$ cat src/rtl/spi_adc_responder.sv
// SPI slave emulating a dual-channel MCP3202-style ADC, oversampled in the clk domain.
// Returns ch0_val/ch1_val (single-ended) or a saturated pseudo-differential result.
module spi_adc_responder #(
  parameter int DATA_W      = 12,
  parameter int SYNC_STAGES = 2
) (
  input  logic              clk,
  input  logic              rst,
  input  logic              spi_sck,
  input  logic              spi_cs_n,
  input  logic              spi_mosi,
  output logic              spi_miso,
  input  logic [DATA_W-1:0] ch0_val,
  input  logic [DATA_W-1:0] ch1_val,
  output logic              frame_done,
  output logic              frame_abort,
  output logic              last_ch,
  output logic [7:0]        frame_cnt
);

  // state   | meaning
  // S_IDLE  | CS_N high, MISO low
  // S_START | waiting for the start bit, skipping leading zeros
  // S_CFG   | shifting in SGL/DIFF, ODD/SIGN, MSBF
  // S_NULL  | next SCK fall latches result and drives the null bit
  // S_DATA  | shifting the result out MSB first
  // S_TAIL  | frame complete, MISO low until CS_N rises
  typedef enum logic [2:0] {S_IDLE, S_START, S_CFG, S_NULL, S_DATA, S_TAIL} state_t;

  localparam int CW = $clog2(DATA_W + 1);

  logic [SYNC_STAGES-1:0] sck_sync, cs_sync, mosi_sync;
  logic sck_d, cs_d;
  logic sck_s, cs_s, mosi_s;
  logic sck_rise, sck_fall, cs_fall, cs_rise;

  always_ff @(posedge clk or posedge rst) begin
    if (rst) begin
      sck_sync  <= '0;
      cs_sync   <= '1;
      mosi_sync <= '0;
      sck_d     <= 1'b0;
      cs_d      <= 1'b1;
    end else begin
      sck_sync  <= {sck_sync[SYNC_STAGES-2:0], spi_sck};
      cs_sync   <= {cs_sync[SYNC_STAGES-2:0], spi_cs_n};
      mosi_sync <= {mosi_sync[SYNC_STAGES-2:0], spi_mosi};
      sck_d     <= sck_sync[SYNC_STAGES-1];
      cs_d      <= cs_sync[SYNC_STAGES-1];
    end
  end

  assign sck_s    = sck_sync[SYNC_STAGES-1];
  assign cs_s     = cs_sync[SYNC_STAGES-1];
  assign mosi_s   = mosi_sync[SYNC_STAGES-1];
  assign sck_rise = sck_s & ~sck_d;
  assign sck_fall = ~sck_s & sck_d;
  assign cs_fall  = ~cs_s & cs_d;
  assign cs_rise  = cs_s & ~cs_d;

  state_t            state_q, state_d;
  logic [CW-1:0]     cnt_q, cnt_d;
  logic              sgl_q, sgl_d, odd_q, odd_d;
  logic [DATA_W-1:0] shreg_q, shreg_d;
  logic              miso_q, miso_d;
  logic              done_q, done_d, abort_q, abort_d;
  logic              last_ch_q, last_ch_d;
  logic [7:0]        fcnt_q, fcnt_d;
  logic [DATA_W:0]   diff;
  logic [DATA_W-1:0] result;

  // Pseudo-differential: borrow out of the extended subtract means negative, clamp to 0.
  always_comb begin
    diff = odd_q ? ({1'b0, ch1_val} - {1'b0, ch0_val})
                 : ({1'b0, ch0_val} - {1'b0, ch1_val});
    if (sgl_q)
      result = odd_q ? ch1_val : ch0_val;
    else
      result = diff[DATA_W] ? '0 : diff[DATA_W-1:0];
  end

  always_ff @(posedge clk or posedge rst) begin
    if (rst) begin
      state_q   <= S_IDLE;
      cnt_q     <= '0;
      sgl_q     <= 1'b0;
      odd_q     <= 1'b0;
      shreg_q   <= '0;
      miso_q    <= 1'b0;
      done_q    <= 1'b0;
      abort_q   <= 1'b0;
      last_ch_q <= 1'b0;
      fcnt_q    <= '0;
    end else begin
      state_q   <= state_d;
      cnt_q     <= cnt_d;
      sgl_q     <= sgl_d;
      odd_q     <= odd_d;
      shreg_q   <= shreg_d;
      miso_q    <= miso_d;
      done_q    <= done_d;
      abort_q   <= abort_d;
      last_ch_q <= last_ch_d;
      fcnt_q    <= fcnt_d;
    end
  end

  always_comb begin
    state_d   = state_q;
    cnt_d     = cnt_q;
    sgl_d     = sgl_q;
    odd_d     = odd_q;
    shreg_d   = shreg_q;
    miso_d    = miso_q;
    done_d    = 1'b0;
    abort_d   = 1'b0;
    last_ch_d = last_ch_q;
    fcnt_d    = fcnt_q;
    // A new select always restarts the frame, even if the previous CS_N rise was missed.
    if (cs_fall) begin
      state_d = S_START;
      cnt_d   = '0;
      miso_d  = 1'b0;
    end else if (cs_rise) begin
      if (state_q != S_IDLE && state_q != S_TAIL) abort_d = 1'b1;
      state_d = S_IDLE;
      miso_d  = 1'b0;
    end else begin
      case (state_q)
        S_IDLE: miso_d = 1'b0;
        S_START: begin
          if (sck_rise && mosi_s) begin
            state_d = S_CFG;
            cnt_d   = '0;
          end
        end
        S_CFG: begin
          if (sck_rise) begin
            cnt_d = cnt_q + CW'(1);
            if (cnt_q == CW'(0)) sgl_d = mosi_s;
            if (cnt_q == CW'(1)) odd_d = mosi_s;
            if (cnt_q == CW'(2)) state_d = S_NULL;
          end
        end
        S_NULL: begin
          if (sck_fall) begin
            shreg_d   = result;
            miso_d    = 1'b0;
            last_ch_d = odd_q;
            cnt_d     = '0;
            state_d   = S_DATA;
          end
        end
        S_DATA: begin
          if (sck_fall && cnt_q < CW'(DATA_W)) begin
            miso_d  = shreg_q[DATA_W-1];
            shreg_d = {shreg_q[DATA_W-2:0], 1'b0};
            cnt_d   = cnt_q + CW'(1);
          end else if (sck_rise && cnt_q == CW'(DATA_W)) begin
            done_d  = 1'b1;
            fcnt_d  = fcnt_q + 8'd1;
            miso_d  = 1'b0;
            state_d = S_TAIL;
          end
        end
        S_TAIL: miso_d = 1'b0;
        default: begin
          state_d = S_IDLE;
          miso_d  = 1'b0;
        end
      endcase
    end
  end

  assign spi_miso    = miso_q;
  assign frame_done  = done_q;
  assign frame_abort = abort_q;
  assign last_ch     = last_ch_q;
  assign frame_cnt   = fcnt_q;

endmodule

$ cat config.mk
export PLATFORM = sky130hd
export DESIGN_NAME = spi_adc_responder
export DESIGN_NICKNAME = d
export VERILOG_FILES = /design/src/rtl/spi_adc_responder.sv
export SDC_FILE = /design/constraint.sdc
export NUM_CORES = 1
export LEC_CHECK = 0
export CORE_ASPECT_RATIO = 1.1
export CORE_MARGIN = 1.5
export CORE_UTILIZATION = 57
export CTS_BUF_LIST = sky130_fd_sc_hd__clkbuf_4 sky130_fd_sc_hd__clkbuf_8 sky130_fd_sc_hd__clkbuf_16
export CTS_CLUSTER_DIAMETER = 30
export DETAILED_ROUTE_END_ITERATION = 7
export PLACE_DENSITY = 0.81
export SLEW_MARGIN = 20
export SYNTH_ARGS = -nofsm -noshare
export SYNTH_HDL_FRONTEND = slang
export SYNTH_SLANG_ARGS = --single-unit
$ cat constraint.sdc
create_clock -name clk -period 2.6 [get_ports clk]
set_clock_uncertainty 0.05 [all_clocks]
set_input_delay 0.26 -clock clk [delete_from_list [all_inputs] [get_ports clk]]
set_output_delay 0.26 -clock clk [all_outputs]
set_load 0.005 [all_outputs]
# Yosys cells after proc, flatten, opt, wreduce, memory -nomap -nowiden
# Cells that the tools add are included.
# word_totals
inputBits	29
word_cells	112
reg_bits	41
output_inout_bits	12
# op_classes
addsub	4
order_cmp	1
n_eq_ne	25
mux	37
n_reduce_logical	19
bitwise	11
# ops
operator	count
$mux W12	5
$sub A12 B12 Y13	2
$mux W3	8
$mux W4	6
$ne A4 B4 Y1 const B	6
$pmux W12 S2	1
$reduce_and A5 Y1	4
$pmux W4 S4	1
$ne A3 B3 Y1 const B	5
$pmux W3 S5	1
$mux W1	13
$mux W13	1
$add A8 B1 Y8 const B	1
$not A1 Y1	7
$reduce_and A7 Y1	1
$eq A3 B2 Y1 const B	2
$eq A3 B3 Y1 const B	2
$ne A2 B2 Y1 const B	3
$ne A3 B1 Y1 const B	2
$reduce_and A6 Y1	1
$ne A5 B5 Y1 const B	1
$reduce_bool A5 Y1	1
$add A4 B1 Y4 const B	1
$and A1 B1 Y1	4
14 further kinds	18

# Longest topological paths before layout
# logic_depth
depth_word	8
ltp_mapped	10
depth_no_buf	10

# Worst setup path before layout
# OpenSTA, ideal clock, no wires.
# synth_timing
kind	input to register
startpoint	input port ch0_val[4]
endpoint	register shreg_q[10]
path_buffers	2
stages	10
setup_slack_ns	0.317
arrival_ns	2.137
path_cell_list	inv_1 ha_1 buf_4 and2_1 clkbuf_1 a211oi_1 or3_1 a32oi_1 mux2_2 o31ai_1
# synth_via
elab_chain_cells	6
# synth_lines
item	line_no	rtl
from (decl)	13	input logic [DATA_W-1:0] ch0_val,
$sub A12 B12 Y13, on equally long branches	75, 74	
$mux W13 (*)	74	diff = odd_q ? ({1'b0, ch1_val} - {1'b0, ch0_val})
$mux W12 (*)	79	result = diff[DATA_W] ? '0 : diff[DATA_W-1:0];
$mux W12 (*)	76	if (sgl_q)
$mux W12 (*)	146	if (sck_fall) begin
$pmux W12 S2 (*)	129	case (state_q)
to (signal assigned)	99	shreg_q <= shreg_d;
to (decl)	64	logic [DATA_W-1:0] shreg_q, shreg_d;
# Mark *: on every way between the ends. The rest lies on a longest branch, timed or not. The select of a mux whose other input is x is not followed.
# A chain may end at the register's enable or synchronous reset.

# Worst setup path in the final report
# layout_timing
startpoint	input port ch0_val[4]
endpoint	register shreg_q[0]
# The elaborated chain is that of the path after synthesis.

==> flow_metrics.py <==
metrics = {
    "logic_synthesis": {
        "synth_commonest_cells": "dfrtp_1, nand2_1, nor2_1, inv_1, a21oi_1",
        "cell_type_contributing_the_most_total_cell_area_after_synthesis": "dfrtp_1",
        "synthesis.instances": 416,
        "synth.distinct_cells": 61,
        "ys_ff_latch": 41,
        "synth_nets": 478,
        "syn-mean-instance-area_um2": 8.473,
        "yosys_warnings": 0,
        "synth_seq_area_share": 0.2922,
        "synth_area_mm2": 0.003525,
        "synthTopCellsByArea": "dfrtp_1, ha_1, a21oi_1",
        "flip_flop_cell_with_the_highest_count_after_synthesis": "dfrtp_1",
        "synth-edff-count": 0,
        "synth_async_sr_flop_share": 1.000,
        "netlist.area_leader.share": 0.2698,
    },
    "cts": {
        "cts_inserted_buffers": 5,
        "cts_max_path_buffers": 2,
        "cts_root_buffer": "clkbuf_8",
        "cts-htree-levels": 2,
        "worst_setup_hold_path_clk_slew_ps": 80,
        "clock-sinks": 41,
        "cts_tree": "built",
        "worst_skew_pair.late_latency_ps": 300,
    },
    "timing": {
        "max_freq_mhz": 405.4,
        "finalSetupViolations": 0,
        "worstMarginPinSlew_ps": 553.3,
        "slew_headroom": 0.6294,
        "slew_viol_final": 0,
        "period_needed_ps": 2467,
        "timing.final.crit_share": 0.9487,
        "rsz0062_at_grt": "false",
        "timing.final.hold_violations": 0,
    },
    "setup_path": {
        "crit_path_max_incr_delay_ps": 480,
        "setup.worst_path.end_class": "flop",
        "critical_path_peak_fanout": 7,
        "path_buf_inv": 3,
        "crit_slowest_cell": "clkdlybuf4s50_1",
        "critPathKind": "primary input to flop",
        "crit_path_start_kind": "primary input",
        "cp_data_arrival_time_ps": 2620,
        "path_delay_family": "compound AO/OA/AOI/OAI gates",
        "reg2reg_setup_slack_ps": 390,
        "r2r-end": "frame_cnt[7]",
        "required_ps": 2760,
        "r2r_cells": 8,
        "rr_startpoint": "cs_d",
        "critical_path.cell_chain": "clkdlybuf4s50_1, inv_1, ha_1, nand4_1, a211o_1, a2111oi_4, buf_4, nor2_1, o31ai_1",
    },
    "floorplan": {
        "design.die.area_mm2": 0.006665,
        "ios": 41,
        "die_y_um": 85.48,
        "fp.coreArea_mm2": 0.005878,
        "num_rows": 29,
        "die-width_um": 77.98,
        "floorplan.initialDensity": 0.5996,
    },
    "finish": {
        "num-nets-final": 562,
        "number_of_fill_cells": 441,
        "drive_gt1_frac": 0.2036,
        "n_antenna_cell": 0,
        "final_core_util": 0.7573,
        "area_growth_syn_to_layout_pct": 26.30,
    },
    "power_and_ir_drop": {
        "power.total_w": 0.002669,
        "cell_internal_pwr_w": 0.001571,
        "worst_ir_drop_vdd_uv": 590.7,
        "pwr-share-comb": 0.498,
        "power.share.clock": 0.157,
        "net_load_switching_power_w": 0.001097,
        "sequentialPowerShare": 0.345,
        "cellLeakagePower_nw": 2.025,
        "switching_power_share_of_the_total": 0.4112,
        "power.density_mw_per_mm2": 599.5,
    },
    "worst_hold_path": {
        "hold-path-cell-count": 0,
        "hold_path.startpoint": "mosi_sync[0]",
        "hold_path_class": "flop to flop",
        "min_delay_worst_endpoint": "mosi_sync[1]",
    },
    "outcome": {
        "run_status": "completed",
    },
    "grt": {
        "grt.total_usage": 0.2987,
        "globalRoute.totalOverflow": 0,
        "first_global_vias": 3384,
        "antenna_violations_before_repair": 0,
        "grt_first_pass_wirelength_mm": 15.82,
        "grt_max_degree": 42,
    },
    "job": {
        "timing.max_cap.violations": 0,
    },
    "detailed_routing": {
        "antenna_left": 0,
        "routedWlPerCell_um": 16.74,
        "first_pass_iters": 5,
        "num_vias": 3479,
        "dr_drc_count": 0,
        "wirelength_mm": 9.678,
        "avgViaCountPerCell": 6.019,
        "drt_iter0_drc": 190,
    },
    "place": {
        "routabilityCongestion": 0.9597,
        "dp_hpwl_mm": 7.278,
        "placement.io_buffers": 40,
    },
}
==> layout make-up <==
class / instances / area, um2 / area share
sequential: 41 / 1030 / 0.2313
clock buffer: 5 / 68.82 / 0.01546
multi-input combinational: 318 / 2258 / 0.5073
clock inverter: 3 / 22.52 / 0.005059
inverter: 36 / 135.1 / 0.03035
tap: 77 / 96.34 / 0.02164
timing repair buffer: 98 / 840.8 / 0.1889
==> per-stage QoR <==
stage | TNS, ps | hold slack [ps] | std cells | cell area [um2] | setup WS, ps
after global routing | 0 | 308.1 | 578 | 4452 | 6.091
after global placement | -2217 | 282.9 | 565 | 4258 | -221.5
after detailed placement | -3515 | 286.3 | 565 | 4258 | -348.8
after CTS | 0 | 304.5 | 574 | 4360 | 3.713
final | 0 | 301.7 | 578 | 4452 | 133.4
after floorplan | 0 | 214.5 | 416 | 3525 | 317.4
==> registers in the layout (all words and copies together) (netlist names), 2 cells and up <==
| signal | cells |
|---|---|
| shreg_q | 12 |
| frame_cnt | 8 |
| cnt_q | 4 |
| state_q | 3 |
| cs_sync | 2 |
| mosi_sync | 2 |
| sck_sync | 2 |
==> power by group through the flow <==
stage | sequential, W | combinational, W | clock (W)
after global placement | 0.000919 | 0.00121 | 0
after detailed placement | 0.000924 | 0.00125 | 0
final | 0.000921 | 0.00133 | 0.000418
after floorplan | 0.000870 | 0.000911 | 0
after global routing | 0.000941 | 0.00145 | 0.000456
after CTS | 0.000913 | 0.00127 | 0.000423
==> worst max-delay path by stage <==
| stage | cells after the start | from | end | slack [ps] |
|---|---|---|---|---|
| final | 9 | ch0_val[4] | shreg_q[0] | 130 |
| after global routing | 9 | ch0_val[4] | shreg_q[0] | 6 |
| after CTS | 12 | ch1_val[0] | shreg_q[4] | 4 |
| after detailed placement | 12 | ch0_val[0] | shreg_q[1] | -350 |
| after global placement | 12 | ch0_val[0] | shreg_q[3] | -220 |
| after floorplan | 10 | ch0_val[4] | shreg_q[10] | 320 |
==> kinds of logic after synthesis <==
group / share of synthesized area
AO/OA/AOI/OAI: 0.2506
AND/OR/NAND/NOR: 0.1796
XOR/XNOR: 0.03230
buffers and inverters: 0.08413
flip-flops: 0.2922
adder cells (fa/ha/maj): 0.1214
multiplexers: 0.03976
==> cells in the final DEF (no fill, tap or decap), types with 3 or more instances in the layout <==
cell type and instances:
a211oi_1 14, a21o_1 6, a21oi_1 33, a221oi_2 6, a31oi_1 4, and2_1 4, and3_1 6, buf_4 57
clkbuf_8 5, clkdlybuf4s50_1 37, clkinvlp_4 3, dfrtp_1 38, dfstp_2 3, dlymetal6s2s_1 3, ha_1 29, inv_1 34
mux2_2 8, mux2i_1 5, nand2_1 38, nand3_1 10, nand4_1 8, nor2_1 37, nor2b_1 7, nor3_1 5
o211ai_1 3, o21ai_0 24, o21ai_1 3, o22ai_1 5, o31ai_1 8, xnor2_1 9, xor2_1 4
==> worst register-to-register path, stage by stage (launching register included) <==
cell,delay [ps]
dfstp_2,540
inv_1,40
ha_1,230
nor2_1,310
and4_1,300
and3_1,210
and3_1,180
nand4_1,120
xnor2_1,140
==> layer usage <==
layer  global-route usage  vias up  share of wire
met3              0.04731       17          0.045
met4               0.1006        0          0.020
met1               0.3502     1688           0.40
met5                    0        -              0
met2               0.5510      114           0.53
li1                     -     1660              -
==> timing repair <==
action | 4_1_cts | 5_1_grt
gates cloned | 1 | 0
endpoints found under the setup margin | 3 | 12
resized for setup | 2 | 14
setup buffers | 0 | 4
hold buffers | 0 | 0
pin swaps | 2 | 9
(Power assumes the default switching activity.)
